## src/rtl/sram_arbiter_if.sv

```systemverilog
// Requester-side handshake and SRAM pin bundle for one sram_arbiter bank.
// master = requesters plus SRAM model; slave = the arbiter.
interface sram_arbiter_if #(
  parameter int AddrBits = 19
);
  logic [2:0]          rq_req;
  logic [2:0]          rq_we;
  logic [AddrBits-1:0] rq0_addr, rq1_addr, rq2_addr;
  logic [7:0]          rq0_wdata, rq1_wdata, rq2_wdata;
  logic [2:0]          rq_ack;
  logic [7:0]          rdata;
  logic [AddrBits-1:0] sram_addr;
  logic [7:0]          sram_dout;
  logic                sram_doe;
  logic [7:0]          sram_din;
  logic                sram_ce_n, sram_oe_n, sram_we_n;

  modport master (
    output rq_req, rq_we, rq0_addr, rq1_addr, rq2_addr,
           rq0_wdata, rq1_wdata, rq2_wdata, sram_din,
    input  rq_ack, rdata, sram_addr, sram_dout, sram_doe,
           sram_ce_n, sram_oe_n, sram_we_n
  );

  modport slave (
    input  rq_req, rq_we, rq0_addr, rq1_addr, rq2_addr,
           rq0_wdata, rq1_wdata, rq2_wdata, sram_din,
    output rq_ack, rdata, sram_addr, sram_dout, sram_doe,
           sram_ce_n, sram_oe_n, sram_we_n
  );
endinterface

```

## src/rtl/sram_arbiter.sv

```systemverilog
// Three-port fixed-priority arbiter for one async 512Kx8 SRAM bank with
// programmable strobe width. Every output comes straight from a register.
module sram_arbiter #(
  parameter int WaitStates = 1,
  parameter int AddrBits   = 19
) (
  input  logic          clock,
  input  logic          reset,
  sram_arbiter_if.slave bus
);
  typedef enum logic [2:0] {IDLE, RD, WR_SETUP, WR_PULSE, WR_HOLD} state_t;
  localparam logic [3:0] WS = 4'(WaitStates);

  state_t                   state_q, state_d;
  logic [3:0]               cnt_q, cnt_d;
  logic [2:0]               gnt_q, gnt_d, ack_q, ack_d, elig;
  logic [1:0]               sel;
  logic [AddrBits-1:0]      addr_q, addr_d;
  logic [7:0]               dout_q, dout_d, rdata_q, rdata_d;
  logic                     doe_q, doe_d, ce_n_q, ce_n_d, oe_n_q, oe_n_d, we_n_q, we_n_d;
  logic [2:0][AddrBits-1:0] rq_addr;
  logic [2:0][7:0]          rq_wdata;

  assign rq_addr  = {bus.rq2_addr, bus.rq1_addr, bus.rq0_addr};
  assign rq_wdata = {bus.rq2_wdata, bus.rq1_wdata, bus.rq0_wdata};
  // A port still holding req during its own ack cycle must not win again.
  assign elig     = bus.rq_req & ~ack_q;
  assign sel      = elig[0] ? 2'd0 : (elig[1] ? 2'd1 : 2'd2);

  always_ff @(posedge clock or negedge reset) begin
    if (!reset) state_q <= IDLE;
    else        state_q <= state_d;
  end

  always_comb begin
    state_d = state_q;
    cnt_d   = cnt_q;
    gnt_d   = gnt_q;
    ack_d   = '0;
    addr_d  = addr_q;
    dout_d  = dout_q;
    doe_d   = doe_q;
    ce_n_d  = ce_n_q;
    oe_n_d  = oe_n_q;
    we_n_d  = we_n_q;
    rdata_d = rdata_q;
    case (state_q)
      IDLE: if (|elig) begin
        gnt_d  = 3'b001 << sel;
        addr_d = rq_addr[sel];
        ce_n_d = 1'b0;
        cnt_d  = WS;
        if (bus.rq_we[sel]) begin
          state_d = WR_SETUP;
          dout_d  = rq_wdata[sel];
          doe_d   = 1'b1;
        end else begin
          state_d = RD;
          oe_n_d  = 1'b0;
        end
      end
      RD: if (cnt_q == 4'd0) begin
        rdata_d = bus.sram_din;
        state_d = IDLE;
        ce_n_d  = 1'b1;
        oe_n_d  = 1'b1;
        ack_d   = gnt_q;
      end else begin
        cnt_d = cnt_q - 4'd1;
      end
      WR_SETUP: begin
        state_d = WR_PULSE;
        we_n_d  = 1'b0;
        cnt_d   = WS;
      end
      WR_PULSE: if (cnt_q == 4'd0) begin
        state_d = WR_HOLD;
        we_n_d  = 1'b1;
      end else begin
        cnt_d = cnt_q - 4'd1;
      end
      WR_HOLD: begin
        state_d = IDLE;
        ce_n_d  = 1'b1;
        doe_d   = 1'b0;
        ack_d   = gnt_q;
      end
      default: state_d = IDLE;
    endcase
  end

  always_ff @(posedge clock or negedge reset) begin
    if (!reset) begin
      cnt_q   <= '0;
      gnt_q   <= '0;
      ack_q   <= '0;
      addr_q  <= '0;
      dout_q  <= '0;
      rdata_q <= '0;
      doe_q   <= 1'b0;
      ce_n_q  <= 1'b1;
      oe_n_q  <= 1'b1;
      we_n_q  <= 1'b1;
    end else begin
      cnt_q   <= cnt_d;
      gnt_q   <= gnt_d;
      ack_q   <= ack_d;
      addr_q  <= addr_d;
      dout_q  <= dout_d;
      rdata_q <= rdata_d;
      doe_q   <= doe_d;
      ce_n_q  <= ce_n_d;
      oe_n_q  <= oe_n_d;
      we_n_q  <= we_n_d;
    end
  end

  assign bus.rq_ack    = ack_q;
  assign bus.rdata     = rdata_q;
  assign bus.sram_addr = addr_q;
  assign bus.sram_dout = dout_q;
  assign bus.sram_doe  = doe_q;
  assign bus.sram_ce_n = ce_n_q;
  assign bus.sram_oe_n = oe_n_q;
  assign bus.sram_we_n = we_n_q;
endmodule
```

## src/flat_wrapper.sv

```systemverilog
// flat-port wrapper written by rule: the top's interface ports become plain ports
module sram_arbiter_flat 
#(
  parameter int WaitStates = 1,
  parameter int AddrBits   = 19
)
  (clock, reset, bus_rq_req, bus_rq_we, bus_rq0_addr, bus_rq1_addr, bus_rq2_addr, bus_rq0_wdata, bus_rq1_wdata, bus_rq2_wdata, bus_sram_din, bus_rq_ack, bus_rdata, bus_sram_addr, bus_sram_dout, bus_sram_doe, bus_sram_ce_n, bus_sram_oe_n, bus_sram_we_n);
  sram_arbiter_if #(.AddrBits(AddrBits)) bus_i ();
  input  logic clock;
  input  logic reset;
  input wire logic [$bits(bus_i.rq_req)-1:0] bus_rq_req;
  input wire logic [$bits(bus_i.rq_we)-1:0] bus_rq_we;
  input wire logic [$bits(bus_i.rq0_addr)-1:0] bus_rq0_addr;
  input wire logic [$bits(bus_i.rq1_addr)-1:0] bus_rq1_addr;
  input wire logic [$bits(bus_i.rq2_addr)-1:0] bus_rq2_addr;
  input wire logic [$bits(bus_i.rq0_wdata)-1:0] bus_rq0_wdata;
  input wire logic [$bits(bus_i.rq1_wdata)-1:0] bus_rq1_wdata;
  input wire logic [$bits(bus_i.rq2_wdata)-1:0] bus_rq2_wdata;
  input wire logic [$bits(bus_i.sram_din)-1:0] bus_sram_din;
  output wire logic [$bits(bus_i.rq_ack)-1:0] bus_rq_ack;
  output wire logic [$bits(bus_i.rdata)-1:0] bus_rdata;
  output wire logic [$bits(bus_i.sram_addr)-1:0] bus_sram_addr;
  output wire logic [$bits(bus_i.sram_dout)-1:0] bus_sram_dout;
  output wire logic [$bits(bus_i.sram_doe)-1:0] bus_sram_doe;
  output wire logic [$bits(bus_i.sram_ce_n)-1:0] bus_sram_ce_n;
  output wire logic [$bits(bus_i.sram_oe_n)-1:0] bus_sram_oe_n;
  output wire logic [$bits(bus_i.sram_we_n)-1:0] bus_sram_we_n;
  assign bus_i.rq_req = bus_rq_req;
  assign bus_i.rq_we = bus_rq_we;
  assign bus_i.rq0_addr = bus_rq0_addr;
  assign bus_i.rq1_addr = bus_rq1_addr;
  assign bus_i.rq2_addr = bus_rq2_addr;
  assign bus_i.rq0_wdata = bus_rq0_wdata;
  assign bus_i.rq1_wdata = bus_rq1_wdata;
  assign bus_i.rq2_wdata = bus_rq2_wdata;
  assign bus_i.sram_din = bus_sram_din;
  assign bus_rq_ack = bus_i.rq_ack;
  assign bus_rdata = bus_i.rdata;
  assign bus_sram_addr = bus_i.sram_addr;
  assign bus_sram_dout = bus_i.sram_dout;
  assign bus_sram_doe = bus_i.sram_doe;
  assign bus_sram_ce_n = bus_i.sram_ce_n;
  assign bus_sram_oe_n = bus_i.sram_oe_n;
  assign bus_sram_we_n = bus_i.sram_we_n;
  sram_arbiter #(.WaitStates(WaitStates), .AddrBits(AddrBits)) u_core (.clock(clock), .reset(reset), .bus(bus_i));
endmodule
```

## config.mk

```make
export PLATFORM = sky130hd
export DESIGN_NAME = sram_arbiter_flat
export DESIGN_NICKNAME = d
export VERILOG_FILES = /design/src/rtl/sram_arbiter_if.sv /design/src/rtl/sram_arbiter.sv /design/src/flat_wrapper.sv
export SDC_FILE = /design/constraint.sdc
export NUM_CORES = 1
export LEC_CHECK = 0
export ABC_AREA = 1
export CORE_MARGIN = 10
export CORE_UTILIZATION = 38
export DETAILED_ROUTE_END_ITERATION = 16
export GPL_TIMING_DRIVEN = 0
export PLACE_DENSITY = 0.83
export SYNTH_ARGS = -nofsm -noshare
export SYNTH_HDL_FRONTEND = slang
export SYNTH_SLANG_ARGS = --single-unit
export TNS_END_PERCENT = 1
```

## constraint.sdc

```tcl
create_clock -name clock -period 1.4 [get_ports clock]
set_clock_uncertainty 0.05 [all_clocks]
set_input_delay 0.21 -clock clock [delete_from_list [all_inputs] [get_ports clock]]
set_output_delay 0.21 -clock clock [all_outputs]
set_load 0.01 [all_outputs]
```

== Word level (Yosys, flattened, before mapping) ==
Index checks and enable logic that the tools add are counted.
Word-level totals
  register bits after elaboration: 52
  input bits: 97
  logic and storage cells: 72
  output and inout port bits: 42
Operators by class
  bitwise gates (word level): 2
  reductions and logical operators: 18
  multiplexer cells: 28
  equal/unequal tests: 10
  shifts and indexed selects: 1
  add/sub/neg operators: 1
  order comparisons: 1
Operator list (number)
  19-bit binary-select mux with 2-bit select: 1
  19-bit two-way mux: 1
  8-bit binary-select mux with 2-bit select: 1
  3-bit AND reduction: 5
  3-bit two-way mux: 4
  3-bit one-hot mux with 4 select lines: 1
  4-bit one-hot mux with 3 select lines: 1
  4-bit two-way mux: 2
  8-bit two-way mux: 1
  2-bit by 1-bit != test with 1-bit output (second input constant): 4
  1-bit two-way mux: 7
  3-bit by 2-bit == test with 1-bit output (second input constant): 2
  2-bit two-way mux: 3
  1-bit one-hot mux with 2 select lines: 3
  3-bit one-hot mux with 2 select lines: 1
  2-bit AND reduction: 3
  2-bit nonzero test: 3
  3-bit nonzero test: 2
  4-bit zero test: 1
  2-bit != test (second input constant): 2
  4-bit AND reduction: 1
  4-bit by 1-bit subtractor with 4-bit output (second input constant): 1
  3-bit bitwise AND: 1
  3-bit by 1-bit == test with 1-bit output (second input constant): 1
  9 further kinds: 9

== Depth between registers and ports, before layout ==
Gate-level depths: netlist of the first run.
  word-level depth: 9
  gate-level depth with buffers: 10
  mapped depth without buffers: 10

== Worst setup path before layout of the first run ==
OpenSTA, ideal clock, no wires.
  path type: register to register
  from: reg u_core.cnt_q[0]
  to: reg u_core.rdata_q[0] (netlist: u_core.bus.rdata[0])
  clock period less this slack: 1.417 ns
  slack: -0.017 ns
  stages on the path, launching flop included: 10
  required time: 1.233 ns
  setup time: 0.117 ns
  arrival time: 1.250 ns
  cell sequence: dfrtp_1 -> inv_1 -> ha_1 -> nand2_1 -> nor2_1 -> inv_1 -> nor2_4 -> inv_2 -> nand2_1 -> nand2_1
On the way
  cells in the longest elaborated chain, start to end: 2
Ends and longest elaborated chain
  start, declared: RTL line sram_arbiter.sv:15  | logic [3:0] cnt_q, cnt_d;
  start signal, assigned: RTL line sram_arbiter.sv:105  | cnt_q <= cnt_d;
  4-bit zero test: RTL line sram_arbiter.sv:62  | RD: if (cnt_q == 4'd0) begin
  2-bit AND reduction (no line)
  end signal, assigned: RTL line sram_arbiter.sv:110  | rdata_q <= rdata_d;
  end, declared: RTL line sram_arbiter.sv:19  | logic [7:0] dout_q, dout_d, rdata_q, rdata_d;
Every way passes these cells.
A chain may end at the register's enable or synchronous reset.

== Worst setup path after layout of the first run ==
  from: reg u_core.cnt_q[0]
  to: reg u_core.rdata_q[3] (netlist: u_core.bus.rdata[3])
The elaborated chain is that of the path after synthesis.

==> flow_metrics.tcl, run 1 <==
set metrics [dict create \
    grt_pass1_vias 3324 \
    synthTopCellsByArea "dfrtp_1 (41%), nand2_1 (23%), inv_1 (4.2%)" \
    whs_ns 0.322 \
    synth_top_area_cell "dfrtp_1" \
    synth_common_cells "nand2_1 (184), dfrtp_1 (49), inv_1 (34)" \
    layout-drive-gt1-share_pct 14.9 \
    postSynthCellCount 401 \
    vias 3163 \
    rsz0062_at_grt "true" \
    maxCapViolations 0 \
    tightest_slew_ns 0.458 \
    yosys_warnings 0 \
    dpl.hpwl_mm 7.93 \
    cp_top_family "simple AND/OR/NAND/NOR gates" \
    ys_ff_latch 52 \
    maxSlewViolCount 0 \
    clock_sinks 52 \
    min-delay-path-class "in -> async" \
    fp.dieArea_sq_um 11900 \
    status "complete, but fails checks" \
    htreeDepth 2 \
    drt_first_iter_violations 103 \
    slowest_delay_ns 0.40 \
    yosys.area.top_type_share_pct 40.6 \
    period_share_pct 107 \
    placedCellCount 642 \
    relSlewSlack_pct 69.5 \
    final_antenna_net_count 0 \
    path_max_fanout 9 \
    finalSetupTns_ns -1.01 \
    crit_slowest_cell "dfrtp_1" \
    grt_overflow 0 \
    leakagePower_nw 2.43 \
    grt_max_degree 36 \
    diodes 0 \
    grt_pass1_wl_mm 15.6 \
    core_sq_um 7730 \
    syn_area_sq_um 3020 \
    setup_viol 19 \
    start_util_pct 39.0 \
    violations "setup timing" \
    utilization_pct 61.7 \
    fmax_ghz 0.665 \
    fp.dieH_um 109 \
    worstSetupEndpointType "flip-flop" \
    ys_seq_area_share_pct 43.3 \
    routedWlPerCell_um 15.0 \
    pre_cts_ws_ns -0.363 \
    finalWirelength_mm 9.79 \
    vdd_drop_max_mv 0.802 \
    synth_most_common_cell "nand2_1" \
    cts_tree "yes" \
    path_buf_inv 3 \
    cts.path.max_buffers 2 \
    antenna_found_initial 0 \
    worstSetupPathType "reg -> reg" \
    num_rows 32 \
    nNetsFinal 649 \
    hold_viol 0 \
    final_cells 654 \
    fin_ws_ns -0.104 \
    drtPass1Iterations 4 \
    fin_crit_ns 1.50 \
    cp.required_ns 1.55 \
    gp_congestion 0.875 \
    ios 139 \
    track_usage_pct 16.3 \
    mappedNetlistNets 499 \
    portBuffers 138 \
    drc 0 \
    avgSynthCellArea_sq_um 7.52 \
    critPathLaunchType "flip-flop" \
    p_per_area_nw_per_um2 1760 \
    die_w_um 109 \
    synth-edff-count 0 \
    clk_latency_ns 0.30 \
    cts-buffers-inserted 5 \
    cts-root-buf "clkbuf_8" \
    ys_async_sr_fraction_pct 100 \
    synth_ff_type "dfrtp_1" \
    synth_cell_types 30 \
    crit_chain "inv_2 -> ha_4 -> nand2_2 -> nor2_4 -> inv_2 -> nor2_4 -> inv_4 -> nand2_1 -> nand2_1" \
    arrival_ns 1.65 \
    via_per_inst 4.84 \
    area_growth_pct 58.2 \
    clkTransAtPathRegs_ns 0.09 \
]
-- worst reg2reg max path, delay by kind of cell, from the launching register on --
family	cells	cell delay, ns
buf+inv	3	0.25
simple gates	5	0.57
fa+ha+maj	1	0.13
flops	1	0.40
-- layer usage --
metal | share of wire [%] | track usage [%]
met5 | 0 | 0
met3 | 11 | 8.08
met4 | 1.9 | 5.56
met1 | 38 | 17.0
met2 | 48 | 27.9
-- cells by family after synthesis --
group                      after synthesis  share of synthesized area, %
and+or+nand+nor                        248                          36.3
adders and majority gates                1                         0.415
xor gates and xnor gates                 2                         0.581
AOI/OAI and AO/OA                       43                          9.75
DFF                                     52                          43.3
buffers and inverters                   55                          9.71
-- report_power, final --
group | total, W | leakage [nW] | switching, W | internal, W
clock network | 0.00138 | 0.0784 | 0.000483 | 0.000893
logic | 0.00441 | 1.72 | 0.00250 | 0.00191
registers | 0.00262 | 0.629 | 0.000402 | 0.00222
-- layout make-up --
type                            count  area (sq um)
Fill cell                         670          2960
Multi-Input combinational cell    294          1480
Timing Repair Buffer              143          1380
Sequential cell                    52          1310
Inverter                           42           180
Buffer                             13           140
Tap cell                          102           128
Clock inverter                      3          90.1
Clock buffer                        5          68.8
-- placed cells by master (no fill, tap or decap), drive strengths merged --
cell and instances:
dfstp 3, nand3b 3, xor2 2, dfrtp 49, dlygate4sd3 1, nand4 1
o211ai 7, nor2 34, clkbuf 5, a21oi 25, nand2 190, dlygate4sd2 40
clkdlybuf4s15 3, nand3 20, bufinv 3, ha 1, o21ai 11, clkdlybuf4s50 94
inv 42, buf 18
-- timing repair --
action                     CTS  global route
hold endpoints to repair    17             0
pin swaps                    5            11
hold buffers                 1             0
gates resized for setup     58            15
setup buffers                1             2
setup endpoints to repair   90            53
-- registers in the layout, indices dropped and copies added (netlist names) --
name                  cells
u_core.bus.sram_addr     19
u_core.bus.rdata          8
u_core.bus.sram_dout      8
u_core.cnt_q              4
u_core.bus.rq_ack         3
u_core.gnt_q              3
u_core.state_q            3
u_core.bus.sram_ce_n      1
u_core.bus.sram_doe       1
u_core.bus.sram_oe_n      1
u_core.bus.sram_we_n      1
-- stage by stage --
stage | power [W] | area (sq um)
3_3_place_gp | 0.00712 | 4530
4_1_cts | 0.00832 | 4710
6_report | 0.00841 | 4770
3_5_place_dp | 0.00727 | 4550
5_1_grt | 0.00909 | 4770
2_1_floorplan | 0.00517 | 3020
-- path summary, 6_finish.rpt --
check,slack [ns],end,startpoint,cells past startpoint
setup / recovery,-0.10,u_core.bus.rdata[3],u_core.cnt_q[0],9
hold / removal,0.32,u_core.bus.sram_addr[6],reset,2
setup reg to reg,-0.10,u_core.bus.rdata[3],u_core.cnt_q[0],9
hold reg to reg,0.42,u_core.bus.sram_oe_n,u_core.bus.sram_oe_n,2
max in group asynchronous,0.37,u_core.bus.sram_ce_n,reset,3
min in group clock,0.39,u_core.bus.rdata[6],bus_sram_din[6],3
Note: power is estimated with default switching activity, not from simulation.
==> run 2: changes to the inputs <==
--- a/config.mk
+++ b/config.mk
@@ -6,6 +6,7 @@
 export NUM_CORES = 1
 export LEC_CHECK = 0
 export ABC_AREA = 1
+export CAP_MARGIN = 20
 export CORE_MARGIN = 10
 export CORE_UTILIZATION = 38
 export DETAILED_ROUTE_END_ITERATION = 16
==> results of run 2 <==
No change in the layout: final DEF, timing and power equal those of run 1.
